==> src/rtl/instr_encoder.sv <==
// Encodes structured instruction requests into RV32I/Zicsr words, expanding LI
// into LUI/ADDI, behind valid/ready handshakes with one registered output stage.
module instr_encoder (
  input  logic        clk,
  input  logic        rst,
  input  logic        req_valid,
  output logic        req_ready,
  input  logic [3:0]  req_class,
  input  logic [2:0]  req_f3,
  input  logic        req_alt,
  input  logic [4:0]  req_rd,
  input  logic [4:0]  req_rs1,
  input  logic [4:0]  req_rs2,
  input  logic [31:0] req_imm,
  output logic        ins_valid,
  input  logic        ins_ready,
  output logic [31:0] ins_word,
  output logic        ins_last,
  output logic        err
);

  typedef enum logic [1:0] {EMPTY, ONE, FIRST} state_t;

  state_t      r_state;
  logic [31:0] r_word;
  logic [31:0] r_pend;
  logic        r_err;

  logic [31:0] w_word0;
  logic [31:0] w_word1;
  logic        w_two;
  logic        w_illegal;
  logic [6:0]  w_f7;
  logic [19:0] w_hi;
  logic        w_small;
  logic        w_accept;

  assign w_f7    = req_alt ? 7'b0100000 : 7'b0000000;
  // (imm + 0x800)[31:12] computed as the upper field plus the rounding bit
  assign w_hi    = req_imm[31:12] + {19'd0, req_imm[11]};
  assign w_small = (req_imm[31:11] == '0) || (req_imm[31:11] == '1);

  always_comb begin
    w_word0   = '0;
    w_word1   = '0;
    w_two     = 1'b0;
    w_illegal = 1'b0;
    case (req_class)
      4'd0: begin
        w_illegal = req_alt && (req_f3 != 3'b000) && (req_f3 != 3'b101);
        w_word0   = {w_f7, req_rs2, req_rs1, req_f3, req_rd, 7'b0110011};
      end
      4'd1: begin
        w_illegal = req_alt && (req_f3 != 3'b101);
        if (req_f3 == 3'b001 || req_f3 == 3'b101)
          w_word0 = {w_f7, req_imm[4:0], req_rs1, req_f3, req_rd, 7'b0010011};
        else
          w_word0 = {req_imm[11:0], req_rs1, req_f3, req_rd, 7'b0010011};
      end
      4'd2: begin
        w_illegal = (req_f3 == 3'b011) || (req_f3 == 3'b110) || (req_f3 == 3'b111);
        w_word0   = {req_imm[11:0], req_rs1, req_f3, req_rd, 7'b0000011};
      end
      4'd3: begin
        w_illegal = (req_f3 > 3'b010);
        w_word0   = {req_imm[11:5], req_rs2, req_rs1, req_f3, req_imm[4:0], 7'b0100011};
      end
      4'd4: begin
        w_illegal = (req_f3 == 3'b010) || (req_f3 == 3'b011);
        w_word0   = {req_imm[12], req_imm[10:5], req_rs2, req_rs1, req_f3,
                     req_imm[4:1], req_imm[11], 7'b1100011};
      end
      4'd5: w_word0 = {req_imm[31:12], req_rd, 7'b0110111};
      4'd6: w_word0 = {req_imm[31:12], req_rd, 7'b0010111};
      4'd7: w_word0 = {req_imm[20], req_imm[10:1], req_imm[11], req_imm[19:12],
                       req_rd, 7'b1101111};
      4'd8: w_word0 = {req_imm[11:0], req_rs1, 3'b000, req_rd, 7'b1100111};
      4'd9: w_word0 = {req_imm[11:0], req_rs1, 3'b001, req_rd, 7'b1110011};
      4'd10: w_word0 = 32'h30200073;
      4'd11: begin
        if (w_small) begin
          w_word0 = {req_imm[11:0], 5'd0, 3'b000, req_rd, 7'b0010011};
        end else begin
          w_word0 = {w_hi, req_rd, 7'b0110111};
          w_word1 = {req_imm[11:0], req_rd, 3'b000, req_rd, 7'b0010011};
          w_two   = (req_imm[11:0] != '0);
        end
      end
      default: w_illegal = 1'b1;
    endcase
  end

  assign req_ready = !rst && (r_state == EMPTY || (r_state == ONE && ins_ready));
  assign w_accept  = req_valid && req_ready;

  always_ff @(posedge clk) begin
    if (rst) begin
      r_state <= EMPTY;
      r_word  <= '0;
      r_pend  <= '0;
      r_err   <= 1'b0;
    end else begin
      r_err <= w_accept && w_illegal;
      if (w_accept && !w_illegal) begin
        r_word  <= w_word0;
        r_pend  <= w_word1;
        r_state <= w_two ? FIRST : ONE;
      end else if (r_state == FIRST && ins_ready) begin
        r_word  <= r_pend;
        r_state <= ONE;
      end else if (r_state == ONE && ins_ready) begin
        r_state <= EMPTY;
      end
    end
  end

  assign ins_valid = (r_state != EMPTY);
  assign ins_last  = (r_state == ONE);
  assign ins_word  = r_word;
  assign err       = r_err;

endmodule

==> config.mk <==
export PLATFORM = sky130hd
export DESIGN_NAME = instr_encoder
export DESIGN_NICKNAME = d
export VERILOG_FILES = /design/src/rtl/instr_encoder.sv
export SDC_FILE = /design/constraint.sdc
export NUM_CORES = 1
export LEC_CHECK = 0
export ABC_AREA = 0
export CAP_MARGIN = 20
export CORE_MARGIN = 8
export CORE_UTILIZATION = 55
export CTS_BUF_LIST = sky130_fd_sc_hd__clkbuf_8
export CTS_CLUSTER_SIZE = 30
export DETAILED_ROUTE_END_ITERATION = 7
export GPL_TIMING_DRIVEN = 0
export HOLD_SLACK_MARGIN = 0.06
export PLACE_DENSITY = 0.88
export SLEW_MARGIN = 10
export SYNTH_ARGS = -nofsm -noshare
export SYNTH_HDL_FRONTEND = slang
export SYNTH_SLANG_ARGS = --single-unit
==> constraint.sdc <==
create_clock -name clk -period 3.4 [get_ports clk]
set_input_delay 0.68 -clock clk [delete_from_list [all_inputs] [get_ports clk]]
set_output_delay 0.68 -clock clk [all_outputs]
set_load 0.02 [all_outputs]
==> impl_metrics.env <==
export IMPL_status="finished, final reports clean"
export IMPL_yosys_warnings=0
export IMPL_cts_max_path_buffers=2
export IMPL_ios=95
export IMPL_reg2reg_slack_ns=0.75
export IMPL_firstDrtPassIters=6
export IMPL_min_from="ins_word[12]"
export IMPL_drc_errors=0
export IMPL_dieHeight_um=96.55
export IMPL_ir_worst_vdd_mv=0.2405
export IMPL_fin_cells=623
export IMPL_slew_headroom_pct=48.07
export IMPL_start_util_pct=56.52
export IMPL_place_ws_ns=-0.1735
export IMPL_diodes=0
export IMPL_ant_nets=0
export IMPL_synth_area_um2=3568
export IMPL_slew_viol_final=0
export IMPL_rsz0062_at_grt="no"
export IMPL_leakagePower_nw=1.694
export IMPL_hold_path_end="ins_word[12]"
export IMPL_core_rowCount=29
export IMPL_vias=4101
export IMPL_hold_viol=0
export IMPL_syn_inst=447
export IMPL_fp_dieW_um=96.55
export IMPL_sequentialPowerShare_pct=44.0
export IMPL_p_int_uw=977.6
export IMPL_synth_cell_types=54
export IMPL_power_frac_clock_pct=26.8
export IMPL_postCtsSetupBuffers=0
export IMPL_synth_area_top_cells="dfxtp_1 29%, mux2i_1 6.5%, nand2_1 5.7%"
export IMPL_p_switching_uw=500.0
export IMPL_yosysTopAreaCellShare_pct=29.17
export IMPL_dieArea_um2=9322
export IMPL_post_route_min_period_ns=3.280
export IMPL_drv_cap=0
export IMPL_clkSinkCount=52
export IMPL_fmax_mhz=304.9
export IMPL_routabilityCongestion=0.9140
export IMPL_cp_max_fo=10
export IMPL_cts_tree="built"
export IMPL_worstMarginPinSlew_ns=0.7789
export IMPL_synth_avg_cell_area_um2=7.983
export IMPL_startpoint="req_imm[11]"
export IMPL_drtIter0Drc=495
export IMPL_drive_gt1_share_pct=8.059
export IMPL_numCtsBuffers=5
export IMPL_setup_worst_path_class="input pin to register"
export IMPL_grt_first_pass_wirelength_um=20310
export IMPL_htree_levels=2
export IMPL_grt_max_degree=19
export IMPL_dp_cells=615
export IMPL_clk_pin_slew_ns=0.11
export IMPL_hpwl_um=10260
export IMPL_wl_um=13200
export IMPL_cts_root_buf="clkbuf_8"
export IMPL_yosys_area_top_type="dfxtp_1"
export IMPL_cts_resized=0
export IMPL_async_flop_share_pct=0
export IMPL_setup_viol=0
export IMPL_synth_seq_area_share_pct=29.17
export IMPL_grt_pass1_vias=3981
export IMPL_power_mw=1.478
export IMPL_wire_per_inst_um=21.19
export IMPL_grt_antenna_before_repair=0
export IMPL_hp_class="register to register"
export IMPL_clk_latency_ns=0.32
export IMPL_core_area_um2=6314
export IMPL_nets=607
export IMPL_hold_buffers=0
export IMPL_worstReg2RegEnd="ins_word[14]"
export IMPL_crit_arrival_ns=3.47
export IMPL_yosysMostFrequentCell="nand2_1"
export IMPL_grt_use_total_pct=28.11
export IMPL_swShare_pct=33.84
export IMPL_min_path_cells=2
export IMPL_fin_util_pct=74.00
export IMPL_fin_worst_skew_ns=0.01244
export IMPL_synth_seq_cells=52
export IMPL_whs_ns=0.4878
export IMPL_yosys_most_used_dff="dfxtp_1"
export IMPL_synth_commonest_cells="54 x nand2_1, 52 x dfxtp_1, 41 x nor2_1"
export IMPL_io_buffer_count=91
export IMPL_p_per_area_nw_per_um2=316.3
export IMPL_synth_edf_count=0
export IMPL_setup_ws_ns=0.1200
export IMPL_reg2regPathDepth=7
export IMPL_reg2reg_from="r_state[0]"
export IMPL_syn_to_final_growth_pct=30.93
export IMPL_combPwrFrac_pct=29.2
export IMPL_finalCritPeriodShare_pct=96.47
export IMPL_vias_per_cell=6.583
export IMPL_crit_path_end_kind="register"
export IMPL_worstSetupStartpointType="input pin"
export IMPL_syn_nets=509
export IMPL_cp_data_required_time_ns=3.59
export IMPL_gr_total_overflow=0
## state kept, by name, summed over array words and instances, names as in the netlist
| signal | flops |
|---|---|
| err | 1 |
| ins_word | 31 |
| r_pend | 18 |
| r_state | 2 |
## worst max-delay path: stages
cell and delay, ns:
clkdlybuf4s50_1 0.70, ha_1 0.25, and3_1 0.16, buf_4 0.15, nand4_1 0.21, o32ai_4 0.42
nor2_2 0.14, buf_2 0.24, a221oi_1 0.42, a311oi_1 0.10
## stage by stage
stage          cell area, um^2  TNS, ns
2_1_floorplan             3568        0
3_3_place_gp              4576  -0.6256
3_5_place_dp              4576  -0.7354
4_1_cts                   4672        0
5_1_grt                   4672        0
6_report                  4672        0
## placed cells by master (no fill, tap or decap), drive strengths merged, types with 2 or more instances in the layout
| cell | n |
|---|---|
| clkdlybuf4s50 | 91 |
| xor2 | 6 |
| o2111ai | 2 |
| inv | 10 |
| buf | 16 |
| and4 | 4 |
| nor3 | 11 |
| a311oi | 11 |
| a22oi | 21 |
| nand3 | 12 |
| or2 | 6 |
| clkbuf | 28 |
| nor4 | 8 |
| a31oi | 6 |
| ha | 3 |
| xnor2 | 13 |
| a21oi | 17 |
| nand2 | 55 |
| a22o | 5 |
| mux2i | 23 |
| dfxtp | 52 |
| nand4 | 5 |
| o22ai | 5 |
| a2111oi | 2 |
| nor2b | 3 |
| nand2b | 4 |
| o21ai | 18 |
| and3 | 5 |
| and2 | 2 |
| a211oi | 13 |
| a221oi | 29 |
| nor2 | 43 |
| a21o | 2 |
| a211o | 2 |
| nor4b | 3 |
## routing by layer
metal	routed length, um	track usage [%]
met5	0	0
met4	425	11.35
met3	1269	6.260
met2	6195	46.67
met1	5308	34.39
## power groups by stage
| stage | Clock [mW] | Sequential, mW | Combinational, mW |
|---|---|---|---|
| finish | 0.397 | 0.650 | 0.431 |
| global route | 0.412 | 0.653 | 0.457 |
| CTS | 0.389 | 0.649 | 0.425 |
| detailed placement | 0 | 0.663 | 0.423 |
| global placement | 0 | 0.662 | 0.419 |
| floorplan | 0 | 0.691 | 0.190 |
## worst max path at each step
stage               slack [ns]      endpoint  depth (start not counted)
detailed placement       -0.17  ins_word[30]                         10
finish                    0.12  ins_word[30]                         10
global route              0.03  ins_word[30]                         10
global placement         -0.13  ins_word[30]                         10
CTS                       0.16  ins_word[30]                         10
floorplan                 0.99  ins_word[22]                          9
## area by class of cell
| type | count | area, um^2 |
|---|---|---|
| Buffer | 39 | 173.9 |
| Clock buffer | 5 | 68.82 |
| Clock inverter | 3 | 27.53 |
| Fill cell | 516 | 1642 |
| Inverter | 9 | 33.78 |
| Multi-Input combinational cell | 347 | 2320 |
| Sequential cell | 52 | 1041 |
| Tap cell | 77 | 96.34 |
| Timing Repair Buffer | 91 | 910.9 |
## cell families after synthesis
| logic type | synth area share (%) |
|---|---|
| simple gates | 22.19 |
| mux | 6.452 |
| compound gates | 30.65 |
| flops | 29.17 |
| fa+ha+maj | 1.052 |
| buf+inv | 5.820 |
| xor+xnor | 4.663 |
Note: power is estimated with default switching activity, not from simulation.
